### config.mk
export PLATFORM = sky130hd
export DESIGN_NAME = nt_emotion_decoder
export DESIGN_NICKNAME = d
export VERILOG_FILES = /design/src/rtl/nt_emotion_decoder.sv
export SDC_FILE = /design/constraint.sdc
export NUM_CORES = 1
export LEC_CHECK = 0
export CORE_MARGIN = 5
export CORE_UTILIZATION = 50
export DETAILED_ROUTE_END_ITERATION = 6
export GPL_ROUTABILITY_DRIVEN = 0
export PLACE_DENSITY_LB_ADDON = 0.05
export RECOVER_POWER = 25
export SYNTH_ARGS = -nofsm -noshare
export SYNTH_HDL_FRONTEND = slang
export SYNTH_SLANG_ARGS = --single-unit
export TNS_END_PERCENT = 1
### constraint.sdc
create_clock -name clk -period 3.65 [get_ports clk]
set_input_delay 0.73 -clock clk [delete_from_list [all_inputs] [get_ports clk]]
set_output_delay 0.73 -clock clk [all_outputs]
set_load 0.005 [all_outputs]
### src/rtl/nt_emotion_decoder.sv
// Neurotransmitter-level bus consumer: debounces five 2-bit channel levels, classifies
// them into a one-hot emotion and holds each new emotion for a minimum dwell time.
module nt_emotion_decoder #(
    parameter int STABLE_CYCLES = 4,
    parameter int HOLD_CYCLES   = 8
) (
    input  logic       clk,
    input  logic       rst,
    input  logic       sample_en,
    input  logic [9:0] neurotransmitter_level,
    output logic [7:0] emotional_state,
    output logic       state_valid,
    output logic       state_changed
);

    localparam logic [3:0] STABLE_C = 4'(STABLE_CYCLES);
    localparam logic [7:0] HOLD_C   = 8'(HOLD_CYCLES);

    localparam logic [7:0] EMO_PANIC    = 8'b1000_0000;
    localparam logic [7:0] EMO_STRESSED = 8'b0100_0000;
    localparam logic [7:0] EMO_ANXIOUS  = 8'b0010_0000;
    localparam logic [7:0] EMO_EXCITED  = 8'b0001_0000;
    localparam logic [7:0] EMO_HAPPY    = 8'b0000_1000;
    localparam logic [7:0] EMO_CALM     = 8'b0000_0100;
    localparam logic [7:0] EMO_SAD      = 8'b0000_0010;
    localparam logic [7:0] EMO_NEUTRAL  = 8'b0000_0001;

    typedef enum logic [1:0] {
        ST_INIT   = 2'd0,
        ST_STABLE = 2'd1,
        ST_DWELL  = 2'd2
    } state_t;

    logic [9:0] filt_all;
    logic [4:0] sat_next;

    // One stability filter per 2-bit channel; the change sample counts as the first.
    generate
        for (genvar gi = 0; gi < 5; gi++) begin : g_chan
            logic [1:0] lvl_in;
            logic [1:0] cand_q, cand_d;
            logic [3:0] cnt_q, cnt_d;
            logic [1:0] filt_q, filt_d;

            assign lvl_in = neurotransmitter_level[2*gi +: 2];

            always_comb begin
                cand_d = cand_q;
                cnt_d  = cnt_q;
                filt_d = filt_q;
                if (sample_en) begin
                    if (lvl_in != cand_q) begin
                        cand_d = lvl_in;
                        cnt_d  = 4'd1;
                    end else if (cnt_q < STABLE_C) begin
                        cnt_d = cnt_q + 4'd1;
                        if (cnt_q == STABLE_C - 4'd1) begin
                            filt_d = lvl_in;
                        end
                    end
                end
            end

            always_ff @(posedge clk) begin
                if (rst) begin
                    cand_q <= 2'd0;
                    cnt_q  <= 4'd0;
                    filt_q <= 2'd0;
                end else begin
                    cand_q <= cand_d;
                    cnt_q  <= cnt_d;
                    filt_q <= filt_d;
                end
            end

            assign filt_all[2*gi +: 2] = filt_q;
            assign sat_next[gi]        = (cnt_d == STABLE_C);
        end
    endgenerate

    logic [1:0] lvl_d, lvl_s, lvl_n, lvl_c, lvl_g;
    logic [7:0] target;

    assign lvl_d = filt_all[1:0];
    assign lvl_s = filt_all[3:2];
    assign lvl_n = filt_all[5:4];
    assign lvl_c = filt_all[7:6];
    assign lvl_g = filt_all[9:8];

    always_comb begin
        target = EMO_NEUTRAL;
        if (lvl_n == 2'd3 && lvl_c == 2'd3)       target = EMO_PANIC;
        else if (lvl_c >= 2'd2)                   target = EMO_STRESSED;
        else if (lvl_n >= 2'd2 && lvl_g <= 2'd1)  target = EMO_ANXIOUS;
        else if (lvl_d == 2'd3 && lvl_n >= 2'd2)  target = EMO_EXCITED;
        else if (lvl_d >= 2'd2 && lvl_s >= 2'd2)  target = EMO_HAPPY;
        else if (lvl_g >= 2'd2 && lvl_n == 2'd0)  target = EMO_CALM;
        else if (lvl_s == 2'd0 && lvl_d <= 2'd1)  target = EMO_SAD;
    end

    state_t     state_q;
    logic [7:0] emo_q;
    logic       valid_q;
    logic       changed_q;
    logic [7:0] dwell_q;

    // INIT exits once every channel will be saturated after this edge; no pulse on that exit.
    always_ff @(posedge clk) begin
        if (rst) begin
            state_q   <= ST_INIT;
            emo_q     <= EMO_NEUTRAL;
            valid_q   <= 1'b0;
            changed_q <= 1'b0;
            dwell_q   <= 8'd0;
        end else begin
            changed_q <= 1'b0;
            case (state_q)
                ST_INIT: begin
                    if (&sat_next) begin
                        state_q <= ST_STABLE;
                        valid_q <= 1'b1;
                    end
                end
                ST_STABLE: begin
                    if (target != emo_q) begin
                        emo_q     <= target;
                        changed_q <= 1'b1;
                        dwell_q   <= HOLD_C;
                        state_q   <= ST_DWELL;
                    end
                end
                ST_DWELL: begin
                    if (sample_en) begin
                        dwell_q <= dwell_q - 8'd1;
                        if (dwell_q == 8'd1) begin
                            state_q <= ST_STABLE;
                        end
                    end
                end
                default: state_q <= ST_INIT;
            endcase
        end
    end

    assign emotional_state = emo_q;
    assign state_valid     = valid_q;
    assign state_changed   = changed_q;

endmodule

======== Word-level counts from Yosys, hierarchy flattened ========
Index checks and enable logic that the tools add are counted.
word-level totals
  flip-flop bits (word level) ............. 60
  latch bits .............................. 0
  memory bits (writable) .................. 0
  memory bits (read-only) ................. 0
  bits of input ports ..................... 13
  output and inout bits ................... 10
  word-level logic and storage cells ...... 127
  memories ................................ 0
cells by class
  $add $sub $neg .......................... 6
  $mul .................................... 0
  div/mod/pow operators ................... 0
  order comparisons ....................... 12
  equal/unequal tests ..................... 26
  shifts and indexed selects .............. 0
  mux-type cells .......................... 31
  bitwise operators ....................... 6
  reductions and logical operators ........ 26
operator list
  kind                                                                          count
  4-bit 2-to-1 mux                                                              16
  8-bit 2-to-1 mux                                                              3
  4-bit AND reduction                                                           6
  4-bit by 1-bit adder with 4-bit output, second input constant                 5
  4-bit by 2-bit equality test with 1-bit output, second input constant         5
  4-bit by 3-bit equality test with 1-bit output, second input constant         5
  4-bit by 3-bit less-than comparator with 1-bit output, second input constant  5
  8-bit one-hot mux with 2 select lines                                         1
  2-bit AND reduction                                                           6
  2-bit greater-or-equal comparator, second input constant                      5
  2-bit 2-to-1 mux                                                              5
  2-bit inequality test                                                         5
  2-bit equality test, second input constant                                    4
  8-bit by 1-bit equality test with 1-bit output, second input constant         1
  2-bit inequality test, second input constant                                  4
  8-bit inequality test                                                         1
  8-bit by 1-bit subtractor with 8-bit output, second input constant            1
  7-bit 2-to-1 mux                                                              1
  1-bit logical AND                                                             6
  2-bit logical NOT                                                             3
  6-bit 2-to-1 mux                                                              1
  1-bit inverter                                                                6
  2-bit one-hot mux with 3 select lines                                         1
  6-bit AND reduction                                                           1
  other kinds (9)                                                               10

======== Longest topological paths before layout ========
  depth after elaboration ................. 12
  mapped depth ............................ 8
  depth with buffers taken out ............ 7

======== Least setup slack after synthesis ========
No wires, ideal clock.
  kind .................................... reg2reg
  from .................................... reg g_chan[0].filt_q[1]
  to ...................................... reg emo_q[5], in the netlist emotional_state[5]
  setup time .............................. 0.121 ns
  arrival ................................. 2.045 ns
  required time ........................... 3.529 ns
  slack ................................... 1.483 ns
  cell stages (with the launch flop) ...... 9
  path buffers ............................ 2
  period minus slack after synthesis ...... 2.167 ns
  cells stage by stage .................... dfxtp_1 -> buf_2 -> a21bo_1 -> a2111oi_4 -> xor2_1 -> nor3_2 -> a31oi_4 -> buf_6 -> mux2_4
between the ends
  word-level cells in the longest chain between the ends .. 11
  elaborated cells on any way between the ends .. 15
  classes of those cells .................. order compare (2); eq/ne (2); mux (7); reduce/logical (4)
ends and longest elaborated chain
  what                                                       line  RTL
  from (decl)                                                43    logic [1:0] filt_q, filt_d;
  from (signal assigned)                                     72    filt_q <= filt_d;
  2-bit by 1-bit less-or-equal comparator with 1-bit output  98    else if (lvl_s == 2'd0 && lvl_d <= 2'd1) target = EMO_SAD;
  1-bit logical AND                                          98
  2-bit 2-to-1 mux                                           98
  3-bit 2-to-1 mux                                           97    else if (lvl_g >= 2'd2 && lvl_n == 2'd0) target = EMO_CALM;
  4-bit 2-to-1 mux                                           96    else if (lvl_d >= 2'd2 && lvl_s >= 2'd2) target = EMO_HAPPY;
  5-bit 2-to-1 mux *                                         95    else if (lvl_d == 2'd3 && lvl_n >= 2'd2) target = EMO_EXCITED;
  6-bit 2-to-1 mux *                                         94    else if (lvl_n >= 2'd2 && lvl_g <= 2'd1) target = EMO_ANXIOUS;
  7-bit 2-to-1 mux *                                         93    else if (lvl_c >= 2'd2) target = EMO_STRESSED;
  8-bit 2-to-1 mux *                                         92    if (lvl_n == 2'd3 && lvl_c == 2'd3) target = EMO_PANIC;
  8-bit inequality test *                                    125   if (target != emo_q) begin
  2-bit AND reduction (no line) *                            -
  to (signal assigned)                                       126   emo_q <= target;
  to (decl)                                                  102   logic [7:0] emo_q;
Every way passes the cells marked *; elsewhere a longest branch is shown, timed or not.
A chain may end at the register's enable or synchronous reset.

==> run_results.csv <==
group,metric,value,unit
sta,worst_pin_slew,2.42,ns
logic_synthesis,syn_area_per_cell,8.98,um2
route,drt-total-wl,6.43,mm
floorplanning,die_x,88.7,um
worst_setup_path,endpoint_kind,"flip-flop",
placement,numPortBuffers,22,
logic_synthesis,async_flop_share,0,%
layout,stdcell_area,0.00360,mm2
placement,place_inst,433,
worst_hold_path,hold_depth,2,
sta,drv_slew,60,
clocking,clockBufferDepth,2,
power_and_ir_drop,power,1.49,mW
placement,place_area,0.00337,mm2
clocking,post_cts_resized,0,
sta,relSlewSlack,-61.6,%
worst_setup_path,critical_path.cell_chain,"clkbuf_1 -> or4b_2 -> o221ai_1",
floorplanning,row_count,28,
outcome,status,"finished, violations left",
placement,pre_cts_ws,0.629,ns
worst_setup_path,slowest_stage,"clkbuf_1",
power_and_ir_drop,p_leak,1.42,nW
layout,area_growth,16.2,%
worst_setup_path,reg2reg_from,"g_chan[4].filt_q[1]",
worst_setup_path,critPathLaunchType,"input port",
clocking,cts_sinks,59,
sta,fin_crit_sh,75.6,%
outcome,violations,"max-capacitance violations, max-slew violations",
logic_synthesis,yosysWarnings,0,
clocking,htree_levels,3,
layout,diodes,0,
sta,setup_ws,0.889,ns
worst_setup_path,crit_fanout,59,
logic_synthesis,syn_inst,345,
layout,drive_gt1_share,8.82,%
clocking,clockRootBuffer,"clkbuf_8",
worst_setup_path,arrival,2.88,ns
clocking,worst_skew_pair.late_latency,0.33,ns
worst_setup_path,worstPathRequired,3.77,ns
global_route,grt_pass1_vias,2325,
clocking,cts_buffers,9,
worst_hold_path,hp-start,"g_chan[1].cnt_q[3]",
layout,final_cell_mix,"dfxtp_1, nor2_1, mux2i_1, nand2_1, clkdlybuf4s50_1",
layout,final_common_cell,"dfxtp_1",
layout,final_nets,389,
clocking,clk_pin_slew,0.07,ns
logic_synthesis,synthesis.area,0.00310,mm2
worst_setup_path,reg2reg_depth,6,
power_and_ir_drop,peakVddDrop,0.000209,V
placement,hpwl,4.57,mm
floorplanning,ios,23,
layout,stdcell_count,449,
worst_setup_path,ff2ff_setup_slack,1.23,ns
logic_synthesis,ys_types,57,
sta,hold_viol,0,
global_route,grt_pass1_wl,10.9,mm
clocking,cts_tree,"built",
floorplanning,die_area,0.00787,mm2
worst_setup_path,slowest_delay,1.70,ns
route,wl_per_cell,14.3,um
worst_setup_path,path_class,"in2reg",
global_route,antenna_found_initial,0,
worst_hold_path,hold_path_end,"g_chan[1].cnt_q[3]",
global_route,grt_max_degree,60,
logic_synthesis,synth-main-ff-cell,"dfxtp_1",
power_and_ir_drop,power.density,415,mW/mm2
clocking,ctsHoldBuffers,0,
logic_synthesis,synth-seq-area-share,38.1,%
route,postRouteAntennaNets,0,
route,dr.first_iter.drc_count,94,
sta,setup_viol,0,
global_route,gr-total-overflow,0,
sta,fin_skew,0.00614,ns
sta,min_period,2.76,ns
route,drc,0,
worst_setup_path,r2r-end,"emotional_state[5]",
worst_hold_path,worstHoldPathType,"reg2reg",
logic_synthesis,synth_edf_count,0,
clocking,post-cts-setup-buffers,0,
sta,setup_tns,0,ns
floorplanning,start_util,51.7,%
floorplanning,core,0.00599,mm2
route,first_pass_iters,4,
logic_synthesis,ys_seq_elements,59,
global_route,gr-usage-all-layers,17.8,%
job,maxCapViolations,1,
sta,rsz0062_at_grt,"no",
route,via_per_inst,5.53,
route,vias,2481,
logic_synthesis,syn_nets,365,
sta,max_freq,362,MHz
floorplanning,die_h,88.7,um
## Yosys cell counts, drive strengths merged (4+ instances only)
| library cell | count | area share (%) |
|---|---|---|
| a31oi | 5 | 1.5 |
| nand3 | 9 | 1.5 |
| dfxtp | 59 | 38 |
| mux2i | 34 | 11 |
| nand3b | 6 | 1.5 |
| clkbuf | 9 | 1.1 |
| nor3 | 6 | 1.3 |
| ha | 7 | 2.8 |
| and3b | 4 | 1.1 |
| o21ai | 4 | 0.65 |
| inv | 7 | 0.85 |
| nor2b | 10 | 2.0 |
| a21oi | 12 | 1.9 |
| nand4 | 8 | 1.6 |
| nor3b | 6 | 2.0 |
| nand2 | 25 | 3.0 |
| nor2 | 52 | 6.3 |
| buf | 5 | 1.2 |
| nand2b | 15 | 3.0 |
| xnor2 | 16 | 4.5 |
## worst max-delay path, delay by kind of cell
family	cells	cell delay, ns
buffers and inverters	1	1.70
AND/OR/NAND/NOR	1	0.35
AO/OA/AOI/OAI	1	0.10
## stage by stage
stage / utilization [%] / hold slack [ns]
after global placement: 56.3 / 0.460
final: 60.1 / 0.465
after floorplan: - / 0.430
after CTS: 60.1 / 0.471
after detailed placement: 56.3 / 0.461
after global routing: 60.1 / 0.508
## kinds of logic after synthesis
kind of cell	synth area share [%]
flops	38.1
mux	11.8
fa+ha+maj	2.83
simple gates	27.7
compound gates	11.3
xor+xnor	5.09
buf+inv	3.15
## registers in the layout, indices dropped and copies added (netlist names)
signal / cells
g_chan.cand_q: 10
dwell_q: 8
g_chan.cnt_q: 20
g_chan.filt_q: 9
state_valid: 1
state_changed: 1
emotional_state: 8
state_q: 2
## how the worst max path moves through the flow
stage                        startpoint                  to  slack [ns]  cells past startpoint
floorplan           g_chan[0].filt_q[1]  emotional_state[5]        1.48                      8
global placement              sample_en         state_valid        0.71                      8
detailed placement            sample_en         state_valid        0.63                      8
CTS                           sample_en         state_valid        0.97                      8
global route                        rst          dwell_q[2]        0.76                      3
finish                              rst          dwell_q[2]        0.89                      3
## power breakdown
part / internal (mW) / total (mW) / switching (mW)
Combinational: 0.0658 / 0.135 / 0.0692
Clock: 0.421 / 0.683 / 0.262
Sequential: 0.661 / 0.675 / 0.0148
Total: 1.15 / 1.49 / 0.346
## layout make-up
class / count / area (um2)
Fill cell: 548 / 2390
Multi-Input combinational cell: 265 / 1820
Sequential cell: 59 / 1180
Timing Repair Buffer: 27 / 251
Clock buffer: 12 / 155
Tap cell: 75 / 93.8
Clock inverter: 4 / 72.6
Inverter: 7 / 26.3
## layer usage
layer / share of wire (%) / track usage (%) / vias to the layer above
met4: 1.6 / 8.52 / 0
met3: 2.5 / 3.07 / 10
met1: 53 / 24.6 / 1154
met2: 43 / 26.7 / 36
li1: - / - / 1281
met5: 0 / 0 / -
Power figures use the tool's default switching activity.
